## src/rtl/spi_frame_decoder.sv

```systemverilog
// Pops raw 64-bit MISO words, deinterleaves one lane into bytes (MSB first) and
// assembles header+payload hit frames for a valid/ready frame sink, with saturating counters.
module spi_frame_decoder #(
  parameter logic [7:0]  IDLE_BYTE   = 8'hBC,
  parameter int unsigned MAX_PAYLOAD = 7
) (
  input  logic        clock,
  input  logic        reset,
  input  logic        lane_sel,
  input  logic [63:0] in_fifo_data,
  input  logic        in_fifo_empty,
  output logic        in_fifo_rd_en,
  output logic [63:0] frame_data,
  output logic [2:0]  frame_len,
  output logic        frame_valid,
  input  logic        frame_ready,
  output logic [15:0] frame_count,
  output logic [15:0] err_count
);

  localparam logic [9:0] STALL_LAST = 10'd1023;  // 1024th consecutive empty cycle
  localparam logic [3:0] MAX_LEN    = 4'(MAX_PAYLOAD);

  typedef enum logic [1:0] {
    S_IDLE,
    S_PAYLOAD,
    S_EMIT
  } state_t;

  state_t      state_q, state_d;
  logic [1:0]  byte_idx_q;
  logic        lane_q;
  logic [7:0]  hdr_q;
  logic [7:0]  payload_q [7];
  logic [2:0]  slot_q;
  logic [2:0]  rem_q;
  logic [9:0]  stall_q;

  logic        lane_eff;
  logic [15:0] seg;
  logic [15:0] seg_aligned;
  logic [7:0]  cur_byte;
  logic        consume;
  logic        hdr_ok;
  logic        take_hdr;
  logic        store_pay;
  logic        hdr_err;
  logic        trunc;
  logic        accept;

  // Lane choice is frozen for bytes 1..3 of a word.
  assign lane_eff = (byte_idx_q == 2'd0) ? lane_sel : lane_q;

  always_comb begin
    // NOTE: every variable written here gets a default first, so no path can infer a latch.
    seg = 16'h0000;
    unique case (byte_idx_q)
      2'd0: seg = in_fifo_data[63:48];
      2'd1: seg = in_fifo_data[47:32];
      2'd2: seg = in_fifo_data[31:16];
      2'd3: seg = in_fifo_data[15:0];
      default: seg = 16'h0000;
    endcase
    // Shift the miso1 samples onto the odd positions so both lanes pick bits 15,13,..,1.
    seg_aligned = lane_eff ? {seg[14:0], 1'b0} : seg;
    cur_byte = 8'h00;
    for (int j = 0; j < 8; j++) begin
      cur_byte[j] = seg_aligned[2*j+1];
    end
  end

  assign consume       = !reset && !in_fifo_empty && (state_q != S_EMIT);
  assign in_fifo_rd_en = consume && (byte_idx_q == 2'd3);
  assign hdr_ok        = (cur_byte[2:0] != 3'd0) && ({1'b0, cur_byte[2:0]} <= MAX_LEN);

  always_comb begin
    state_d   = state_q;
    take_hdr  = 1'b0;
    store_pay = 1'b0;
    hdr_err   = 1'b0;
    trunc     = 1'b0;
    accept    = 1'b0;
    unique case (state_q)
      S_IDLE: begin
        if (consume && cur_byte != IDLE_BYTE) begin
          if (hdr_ok) begin
            take_hdr = 1'b1;
            state_d  = S_PAYLOAD;
          end else begin
            hdr_err = 1'b1;
          end
        end
      end
      S_PAYLOAD: begin
        if (consume) begin
          store_pay = 1'b1;
          if (rem_q == 3'd1) state_d = S_EMIT;
        end else if (in_fifo_empty && stall_q == STALL_LAST) begin
          trunc   = 1'b1;
          state_d = S_IDLE;
        end
      end
      S_EMIT: begin
        if (frame_ready) begin
          accept  = 1'b1;
          state_d = S_IDLE;
        end
      end
      default: state_d = S_IDLE;
    endcase
  end

  always_ff @(posedge clock) begin
    // NOTE: state registers use non-blocking assignments so every flop samples pre-edge values.
    if (reset) begin
      state_q     <= S_IDLE;
      byte_idx_q  <= 2'd0;
      lane_q      <= 1'b0;
      hdr_q       <= 8'h00;
      slot_q      <= 3'd0;
      rem_q       <= 3'd0;
      stall_q     <= 10'd0;
      frame_count <= 16'h0000;
      err_count   <= 16'h0000;
      // NOTE: the payload buffer is only 7 bytes and drives frame_data directly, so it is reset.
      for (int i = 0; i < 7; i++) payload_q[i] <= 8'h00;
    end else begin
      state_q <= state_d;

      if (consume) begin
        byte_idx_q <= byte_idx_q + 2'd1;
        if (byte_idx_q == 2'd0) lane_q <= lane_sel;
      end

      stall_q <= (state_q == S_PAYLOAD && in_fifo_empty) ? stall_q + 10'd1 : 10'd0;

      if (take_hdr) begin
        hdr_q  <= cur_byte;
        rem_q  <= cur_byte[2:0];
        slot_q <= 3'd0;
      end

      if (store_pay) begin
        payload_q[slot_q] <= cur_byte;
        slot_q            <= slot_q + 3'd1;
        rem_q             <= rem_q - 3'd1;
      end

      // Accepted or abandoned frames leave a clean buffer so unused bytes read as 0.
      if (accept || trunc) begin
        hdr_q  <= 8'h00;
        slot_q <= 3'd0;
        rem_q  <= 3'd0;
        for (int i = 0; i < 7; i++) payload_q[i] <= 8'h00;
      end

      if (accept && frame_count != 16'hFFFF) frame_count <= frame_count + 16'd1;
      if ((hdr_err || trunc) && err_count != 16'hFFFF) err_count <= err_count + 16'd1;
    end
  end

  assign frame_valid = (state_q == S_EMIT);
  assign frame_len   = hdr_q[2:0];
  assign frame_data  = {hdr_q, payload_q[0], payload_q[1], payload_q[2], payload_q[3],
                        payload_q[4], payload_q[5], payload_q[6]};

endmodule

```

## config.mk

```make
export PLATFORM = sky130hd
export DESIGN_NAME = spi_frame_decoder
export DESIGN_NICKNAME = d
export VERILOG_FILES = /design/src/rtl/spi_frame_decoder.sv
export SDC_FILE = /design/constraint.sdc
export NUM_CORES = 1
export LEC_CHECK = 0
export ABC_AREA = 1
export CORE_UTILIZATION = 25
export DETAILED_ROUTE_END_ITERATION = 8
export GPL_TIMING_DRIVEN = 0
export PLACE_DENSITY = 0.5
export SLEW_MARGIN = 25
export SYNTH_ARGS = -nofsm -noshare
export SYNTH_HDL_FRONTEND = slang
export SYNTH_SLANG_ARGS = --single-unit
```

## constraint.sdc

```tcl
create_clock -name clock -period 3 [get_ports clock]
set_clock_uncertainty 0.05 [all_clocks]
set_input_delay 0.6 -clock clock [delete_from_list [all_inputs] [get_ports clock]]
set_output_delay 0.6 -clock clock [all_outputs]
set_load 0.02 [all_outputs]
```

==> results of run 1 <==
[sequential cells by signal, indices dropped and copies added, names as in the netlist]
name / count
state_q: 2
rem_q: 3
slot_q: 3
stall_q: 10
byte_idx_q: 2
hdr_q: 8
err_count: 16
payload_q: 56
lane_q: 1
frame_count: 16
[worst max-delay path: stages]
cell and delay (ns):
clkdlybuf4s50_1 0.48, nor2_2 0.19, inv_1 0.13, nor2_4 0.17
inv_1 0.12, nor2_1 0.09, dlygate4sd2_1 0.36
[layout make-up]
class                           count  area (um2)  area share
Clock buffer                       17         425      0.0500
Clock inverter                     15         125      0.0147
Tap cell                          313         392      0.0460
Inverter                           69         259      0.0304
Sequential cell                   117        2900       0.341
Timing Repair Buffer              169        1690       0.199
Buffer                             26         173      0.0203
Multi-Input combinational cell    515        2540       0.299
[power groups by stage]
stage | logic (mW) | clock network [mW] | registers (mW)
2_1_floorplan | 0.644 | 0 | 1.99
3_3_place_gp | 1.29 | 0 | 1.90
3_5_place_dp | 1.30 | 0 | 1.90
4_1_cts | 1.30 | 1.91 | 1.86
5_1_grt | 1.42 | 1.98 | 1.87
6_report | 1.28 | 1.87 | 1.86
[routing by layer]
layer | wire length, um | GRT usage | share of wire
met1 | 7980 | 0.190 | 0.47
met2 | 7890 | 0.244 | 0.47
met3 | 891 | 0.0382 | 0.053
met4 | 197 | 0.0415 | 0.012
met5 | 0 | 0 | 0
[metrics by stage]
step                instance area (um2)  hold WS, ns
floorplan                          5870        0.368
global placement                   7950        0.384
detailed placement                 7950        0.394
CTS                                8510        0.408
global route                       8510        0.435
finish                             8510        0.402
[worst paths after layout]
kind	from	end	slack [ns]	depth (start not counted)
worst max-delay path	in_fifo_empty	in_fifo_rd_en	0.21	7
worst min-delay path	stall_q[0]$_SDFF_PP0_	stall_q[0]$_SDFF_PP0_	0.40	1
worst max register to register	stall_q[0]$_SDFF_PP0_	payload_q[6][5]$_SDFFCE_PN0P_	0.29	9
worst min register to register	stall_q[0]$_SDFF_PP0_	stall_q[0]$_SDFF_PP0_	0.40	1
[cells by family (layout without fill, tap and decap cells)]
kind of cell    count (synthesis)  in the layout
compound gates                 80             80
xor+xnor                       18             18
fa+ha+maj                      10             10
buf+inv                        95            296
flops                         117            117
simple gates                  407            407
[cells in the final DEF (no fill, tap or decap), types with 17 or more instances in the layout]
cell             synthesis  final
clkdlybuf4s50_1          0    168
nand2_1                155    155
nor2_1                 132    131
inv_1                   64     64
dfxtp_1                 61     61
nand3_1                 57     57
edfxtp_1                56     56
a21oi_1                 41     41
o21ai_0                 21     21
clkbuf_16                0     17
[timing repair]
item                       CTS  global route
setup endpoints to repair    1             1
cloned                       0             0
resized for setup            2             1
==> out/qor.yml, run 1 <==
switching_share: 0.331
routed_via_density: 4.23
stdcell_count: 1241
nFillCells: 2422
h-tree-depth: 4
track_usage: 0.148
fmax_ghz: 0.359
path_clk_slew_ns: 0.06
switchingPower_mw: 1.66
synth_area_um2: 5870
synth_simple_gate_area_frac: 0.306
ant_nets: 0
internal_power_mw: 3.35
worstSetupStartpointType: "input port"
synth_top_family_by_area: "simple AND/OR/NAND/NOR gates"
synth_edf_count: 56
worst_pin_slew_ns: 0.701
final_core_util: 0.372
finalPower_mw: 5.00
netlist_instances: 727
synth_fa_ha_area_frac: 0.0213
status: "completed"
netlist.area_leader.share: 0.287
cp_data_arrival_time_ns: 2.14
ys.flop_type: "dfxtp_1"
area_growth_pct: 45.0
rows: 55
numCtsBuffers: 17
grt_pass1_vias: 5185
synthTopCellsByArea: "edfxtp_1 (29%), dfxtp_1 (21%), nand2_1 (9.9%)"
finalCritPeriodShare: 0.928
dieArea_um2: 24100
p_clk_frac: 0.373
synth-compound-area-share: 0.0778
slew_headroom: 0.533
drive_gt1_frac: 0.106
synth_nets: 806
synth.most_common_cell: "nand2_1"
die_y_um: 155
avgSynthCellArea_um2: 8.07
vias: 5253
yosysWarnings: 0
setup.worst_path.class: "in -> out"
antenna_found_initial: 0
grt_pass1_wl_um: 27400
setup_viol: 0
cp-end-kind: "output pin"
synth_common_cells: "nand2_1 (155), nor2_1 (132), inv_1 (64)"
path_max_fanout: 5
dieWidth_um: 155
yosys-mux-area-fraction: 0
cts_tree: "yes"
dp_cells: 1209
ctsLongestPathBuffers: 2
drv_slew: 0
io_buffers: 169
synth_xor_area_frac: 0.0269
dp_hpwl_um: 12800
initial_core_util: 0.257
diodes: 0
grt_start_max_net_pins: 17
netlist.top_cell.by_area: "edfxtp_1"
ys_async_sr_fraction: 0
fin_setup_tns_ns: 0
routed_wl_um: 17000
finalWorstSetupSlack_ns: 0.215
max_cap_violations: 0
finalHoldViolCount: 0
place_ws_ns: -0.249
ys_ff_latch: 117
ioPinCount: 170
first_pass_iters: 4
p_seq_frac: 0.372
ys_seq_area_frac: 0.495
dr.first_iter.drc_count: 252
peakVddDrop_uv: 374
cts_setup_buffers: 0
cts-root-buf: "clkbuf_16"
drc_errors: 0
final_nets: 994
detail_route.wl_per_cell_um: 13.7
cts.sinks: 117
finalCriticalPeriod_ns: 2.79
finalWeightedCongestion: 0.827
crit_required_ns: 2.35
hp-class: "reg -> reg"
p_per_area_nw_per_um2: 588
comb_power_share: 0.255
overflow: 0
rsz0062_at_grt: "false"
leakage_nw: 3.22
hold_buffers: 0
clock_latency_ns: 0.41
ys_types: 36
coreArea_um2: 22800
Power figures use the tool's default switching activity.
==> run 2, diff against run 1 <==
Settings changed: DONT_BUFFER_PORTS set to 1, PLACE_DENSITY 0.5 to 0.4.
==> run 2 against run 1 <==
Net effect:
- global-route usage fell by 0.77 points
- clock power is 5% higher
- hold slack got worse by 0.10 ns
- critical path type is now reg -> reg
- via count is 11% lower
==> out/qor.yml, run 2 (synthesized netlist as in run 1, its figures left out) <==
cts-resized-gates: 0  # -2
cts.sinks: 117  # unchanged
dr.first_iter.drc_count: 193  # -23%
hp-class: "in -> reg"
p_seq_frac: 0.412  # +0.040
dp_hpwl_um: 11900  # -7.2%
finalHoldViolCount: 0  # unchanged
min_path_cells: 2  # +1
crit_buf_inv: 1  # -3
setup_viol: 0  # unchanged
drc_errors: 0  # unchanged
ioPinCount: 170  # unchanged
rsz0062_at_grt: "true"
path_common_cell: "nand3_1"
cts_tree: "yes"
switching_share: 0.327  # -0.00409
grt_start_max_net_pins: 17  # unchanged
finalCriticalPeriod_ns: 2.73  # -0.0600 ns
initial_core_util: 0.257  # unchanged
diodes: 0  # unchanged
layout_common_cells: "nand2_1 (153), nor2_1 (131), inv_1 (64)"
cp_cell_sequence: "ha_1 -> nand3_1 -> nor3_1 -> nand3_1 -> nor2_1 -> nand4_1 -> nand3_1 -> inv_1 -> nand2_1"
coreArea_um2: 22800  # unchanged
hold_buffers: 0  # unchanged
path_max_fanout: 8  # +3
fmax_ghz: 0.367  # +2.2%
detail_route.wl_per_cell_um: 15.0  # +10%
finalWorstSetupSlack_ns: 0.275  # +0.0600 ns
ff2ff_path_depth: 9  # unchanged
first_pass_iters: 4  # unchanged
final_nets: 825  # -17%
h-tree-depth: 4  # unchanged
drv_slew: 0  # unchanged
routed_via_density: 4.37  # +3.3%
comb_power_share: 0.183  # -0.072
drive_gt1_frac: 0.129  # +0.0237
p_per_area_nw_per_um2: 709  # +20%
layout_commonest_cell: "nand2_1"
p_clk_frac: 0.406  # +0.033
internal_power_mw: 3.26  # -2.7%
switchingPower_mw: 1.58  # -4.4%
path_clk_slew_ns: 0.06  # about the same
routed_wl_um: 16100  # -5.1%
finalCritPeriodShare: 0.908  # -0.0200
reg2reg_slack_ns: 0.27  # -0.02 ns
ant_nets: 0  # unchanged
numCtsBuffers: 17  # unchanged
cp_num_cells: 9  # +2
grt_pass1_vias: 4739  # -8.6%
whs_ns: 0.300  # -0.102 ns
final_core_util: 0.299  # -0.0734
stdcell_count: 1071  # -14%
cts_setup_buffers: 0  # unchanged
status: "completed"
overflow: 0  # unchanged
grt_pass1_wl_um: 25800  # -6.1%
peakVddDrop_uv: 287  # -23%
cp_data_arrival_time_ns: 2.75  # +0.61 ns
die_y_um: 155  # unchanged
largest_reg_flops: 56  # unchanged
crit_required_ns: 3.03  # +0.68 ns
dieWidth_um: 155  # unchanged
antenna_found_initial: 0  # unchanged
worstSetupStartpointType: "flop"
setup.worst_path.class: "reg -> reg"
finalPower_mw: 4.84  # -3.2%
critPathMaxStageDelay_ns: 0.35  # -0.13 ns
vias: 4683  # -11%
slew_headroom: 0.481  # -0.0514
track_usage: 0.140  # -0.00773
io_buffers: 0  # -100%
finalWeightedCongestion: 0.780  # -5.7%
reg.largest.list: "payload_q x56, err_count x16, frame_count x16"
clock_latency_ns: 0.41  # about the same
cts-root-buf: "clkbuf_16"
crit_path_top_delay_cell: "dfxtp_1"
cp-end-kind: "flop"
max_cap_violations: 0  # unchanged
rows: 55  # unchanged
cp_top_family: "simple AND/OR/NAND/NOR gates"
dp_cells: 1040  # -14%
ctsLongestPathBuffers: 2  # unchanged
worst_pin_slew_ns: 0.778  # +0.0771 ns
place_ws_ns: 0.157  # +0.406 ns
area_growth_pct: 16.4
regMostFlops: "payload_q"
leakage_nw: 2.59  # -20%
dieArea_um2: 24100  # unchanged
-- run 2: metrics by stage --
stage,cell area [um2],setup TNS (ns)
floorplan,5870,0
detailed placement,6260,0
global route,6830,-1.64
global placement,6260,0
CTS,6820,0
finish,6830,0
-- run 2: path summary, 6_finish.rpt --
check                        start                             to
max          stall_q[0]$_SDFF_PP0_  payload_q[2][3]$_SDFFCE_PN0P_
min                          reset   frame_count[14]$_SDFFE_PP0P_
max reg2reg  stall_q[0]$_SDFF_PP0_  payload_q[2][3]$_SDFFCE_PN0P_
min reg2reg  stall_q[0]$_SDFF_PP0_          stall_q[0]$_SDFF_PP0_
-- run 2: cell type report --
class | count | area (um2)
fillers | 2464 | 16000
plain buffers | 26 | 173
clock inverters | 13 | 135
well taps | 313 | 392
inverters | 69 | 259
multi-input cells | 515 | 2540
clock buffers | 18 | 429
flip-flops and latches | 117 | 2900
-- run 2: power groups by stage --
stage | Combinational [mW] | Sequential [mW] | Clock, mW
CTS | 0.915 | 2.00 | 2.01
global route | 1.02 | 2.01 | 2.07
floorplan | 0.644 | 1.99 | 0
finish | 0.885 | 1.99 | 1.96
detailed placement | 0.908 | 2.03 | 0
global placement | 0.913 | 2.03 | 0
-- run 2: layer usage --
layer | track usage | part of all wire | vias up | wire length, um
met5 | 0 | 0 | - | 0
li1 | - | - | 2424 | -
met4 | 0.0509 | 0.018 | 0 | 297
met3 | 0.0499 | 0.067 | 24 | 1080
met1 | 0.170 | 0.45 | 2108 | 7280
met2 | 0.228 | 0.46 | 127 | 7430
==> run 3, diff against run 2 <==
Settings changed: REMOVE_ABC_BUFFERS set to 1.
==> run 3 against run 2 <==
Net effect:
- die area did not move
- routed wire length fell by 1.3%
- via count fell by 1.0%
- clock-buffer cell count did not move
- worst setup slack got worse by 0.011 ns
- hold slack got worse by 0.11 ns
- clock power rose by 4%
- core utilization fell by 0.13 points
- register-to-register slack barely moved
- critical path type unchanged
==> out/qor.yml, run 3 (synthesized netlist as in run 1, its figures left out) <==
status: "completed"
nFillCells: 2489  # +1.0%
reg2reg_slack_ns: 0.26  # about the same
fmax_ghz: 0.365  # -0.41%
dieArea_um2: 24100  # unchanged
dp_cells: 1014  # -2.5%
drive_gt1_frac: 0.125  # -0.00446
leakage_nw: 2.53  # -2.2%
die_y_um: 155  # unchanged
grt_start_max_net_pins: 24  # +7
crit-reg2reg-launch: "byte_idx_q[1]$_SDFFE_PP0P_"
reg.largest.list: "payload_q x56, err_count x16, frame_count x16"
hold_buffers: 0  # unchanged
finalHoldViolCount: 0  # unchanged
p_per_area_nw_per_um2: 720  # +1.6%
overflow: 0  # unchanged
hold_end: "err_count[10]$_SDFFE_PP0P_"
rows: 55  # unchanged
grt_pass1_vias: 4605  # -2.8%
routed_wl_um: 15900  # -1.3%
largest_reg_flops: 56  # unchanged
cp_data_arrival_time_ns: 2.99  # +0.24 ns
layout_commonest_cell: "nand2_1"
antenna_found_initial: 0  # unchanged
rsz0062_at_grt: "true"
finalCritPeriodShare: 0.912  # +0.00373
diodes: 0  # unchanged
peakVddDrop_uv: 384  # +34%
ff2ff_path_depth: 13  # +4
crit_required_ns: 3.25  # +0.22 ns
stdcell_count: 1050  # -2.0%
initial_core_util: 0.257  # unchanged
h-tree-depth: 4  # unchanged
rr_endpoint: "err_count[6]$_SDFFE_PP0P_"
ctsLongestPathBuffers: 2  # unchanged
drv_slew: 0  # unchanged
coreArea_um2: 22800  # unchanged
worst_pin_slew_ns: 0.629  # -0.150 ns
dr.first_iter.drc_count: 294  # +52%
grt_pass1_wl_um: 25100  # -2.5%
cts_tree: "yes"
detail_route.wl_per_cell_um: 15.1  # +0.69%
numCtsBuffers: 17  # unchanged
hp-class: "in -> reg"
drc_errors: 0  # unchanged
max_cap_violations: 0  # unchanged
ant_nets: 0  # unchanged
first_pass_iters: 4  # unchanged
clock_latency_ns: 0.41  # about the same
worstSetupStartpointType: "flop"
min_path_cells: 1  # -1
ioPinCount: 170  # unchanged
routed_via_density: 4.41  # +0.95%
dp_hpwl_um: 11100  # -7.0%
multi_input_area_um2: 2640  # +3.7%
area_growth_pct: 15.9
regMostFlops: "payload_q"
slew_headroom: 0.580  # +0.0993
setup.worst_path.class: "reg -> reg"
path_max_fanout: 19  # +11
hp-start: "reset"
track_usage: 0.137  # -0.00321
io_buffers: 0  # unchanged
dieWidth_um: 155  # unchanged
finalPower_mw: 4.90  # +1.1%
cp-end-kind: "flop"
layout_common_cells: "nand2_1 (150), nor2_1 (131), inv_1 (64)"
finalCriticalPeriod_ns: 2.74  # +0.0112 ns
ff_latch_area_um2: 2900  # unchanged
cts-root-buf: "clkbuf_16"
path_clk_slew_ns: 0.06  # about the same
final_core_util: 0.298  # -0.00131
cts.sinks: 117  # unchanged
final_nets: 803  # -2.7%
setup_viol: 0  # unchanged
finalWeightedCongestion: 0.788  # +1.1%
whs_ns: 0.190  # -0.110 ns
vias: 4635  # -1.0%
[run 3: worst max path at each step]
stage	depth (start not counted)	slack, ns	startpoint	endpoint
final	13	0.26	byte_idx_q[1]$_SDFFE_PP0P_	err_count[6]$_SDFFE_PP0P_
after global routing	9	-0.06	stall_q[0]$_SDFF_PP0_	payload_q[5][7]$_SDFFCE_PN0P_
after CTS	15	0.01	byte_idx_q[0]$_SDFFE_PP0P_	err_count[2]$_SDFFE_PP0P_
after detailed placement	15	-0.76	byte_idx_q[0]$_SDFFE_PP0P_	rem_q[1]$_SDFFE_PP0P_
after global placement	15	-0.81	byte_idx_q[0]$_SDFFE_PP0P_	rem_q[1]$_SDFFE_PP0P_
after floorplan	15	0.43	byte_idx_q[0]$_SDFFE_PP0P_	rem_q[0]$_SDFFE_PP0P_
[run 3: repair_timing]
item / in CTS / in global routing
buffers inserted: 2 / 1
resized for setup: 6 / 12
pin swaps: 1 / 3
setup endpoints to repair: 88 / 81
cloned: 0 / 1
[run 3: power breakdown]
part	leakage, nW	switching [mW]	total [mW]	internal, mW
clock	0.287	0.786	2.04	1.25
sequential	1.08	0.195	2.00	1.80
combinational	1.17	0.630	0.862	0.231
total	2.53	1.61	4.90	3.29
[run 3: metrics by stage]
| stage | setup slack (ns) | cell area [um2] | setup TNS (ns) |
|---|---|---|---|
| after floorplan | 0.432 | 5700 | 0 |
| after global placement | -0.805 | 6090 | -31.21 |
| after detailed placement | -0.758 | 6090 | -27.95 |
| after CTS | 0.0103 | 6730 | 0 |
| after global routing | -0.0615 | 6800 | -0.979 |
| final | 0.264 | 6800 | 0 |
[run 3: cell type report]
class | count | share of cell area
inverter | 69 | 0.0381
sequential | 117 | 0.427
tap | 313 | 0.0576
clock inverter | 14 | 0.0223
clock buffer | 18 | 0.0646
multi-input combinational | 516 | 0.387
timing repair buffer | 3 | 0.00331
[run 3: metal layers]
metal | GRT usage | vias up | share of wire
met5 | 0 | - | 0
met4 | 0.0462 | 0 | 0.013
met3 | 0.0476 | 15 | 0.060
met2 | 0.222 | 117 | 0.46
li1 | - | 2377 | -
met1 | 0.168 | 2126 | 0.46
[run 3: critical path, stage by stage, from the launching register on]
cell and delay, ns:
dfxtp_1 0.32, inv_1 0.13, ha_1 0.56, nand2_1 0.11, nand4_1 0.13, nand3_2 0.27
nand2_1 0.18, nor2_1 0.06, nand2_2 0.12, nand3_2 0.11, nand2_4 0.28, nand2_8 0.13
nand2_2 0.10, a21oi_2 0.05
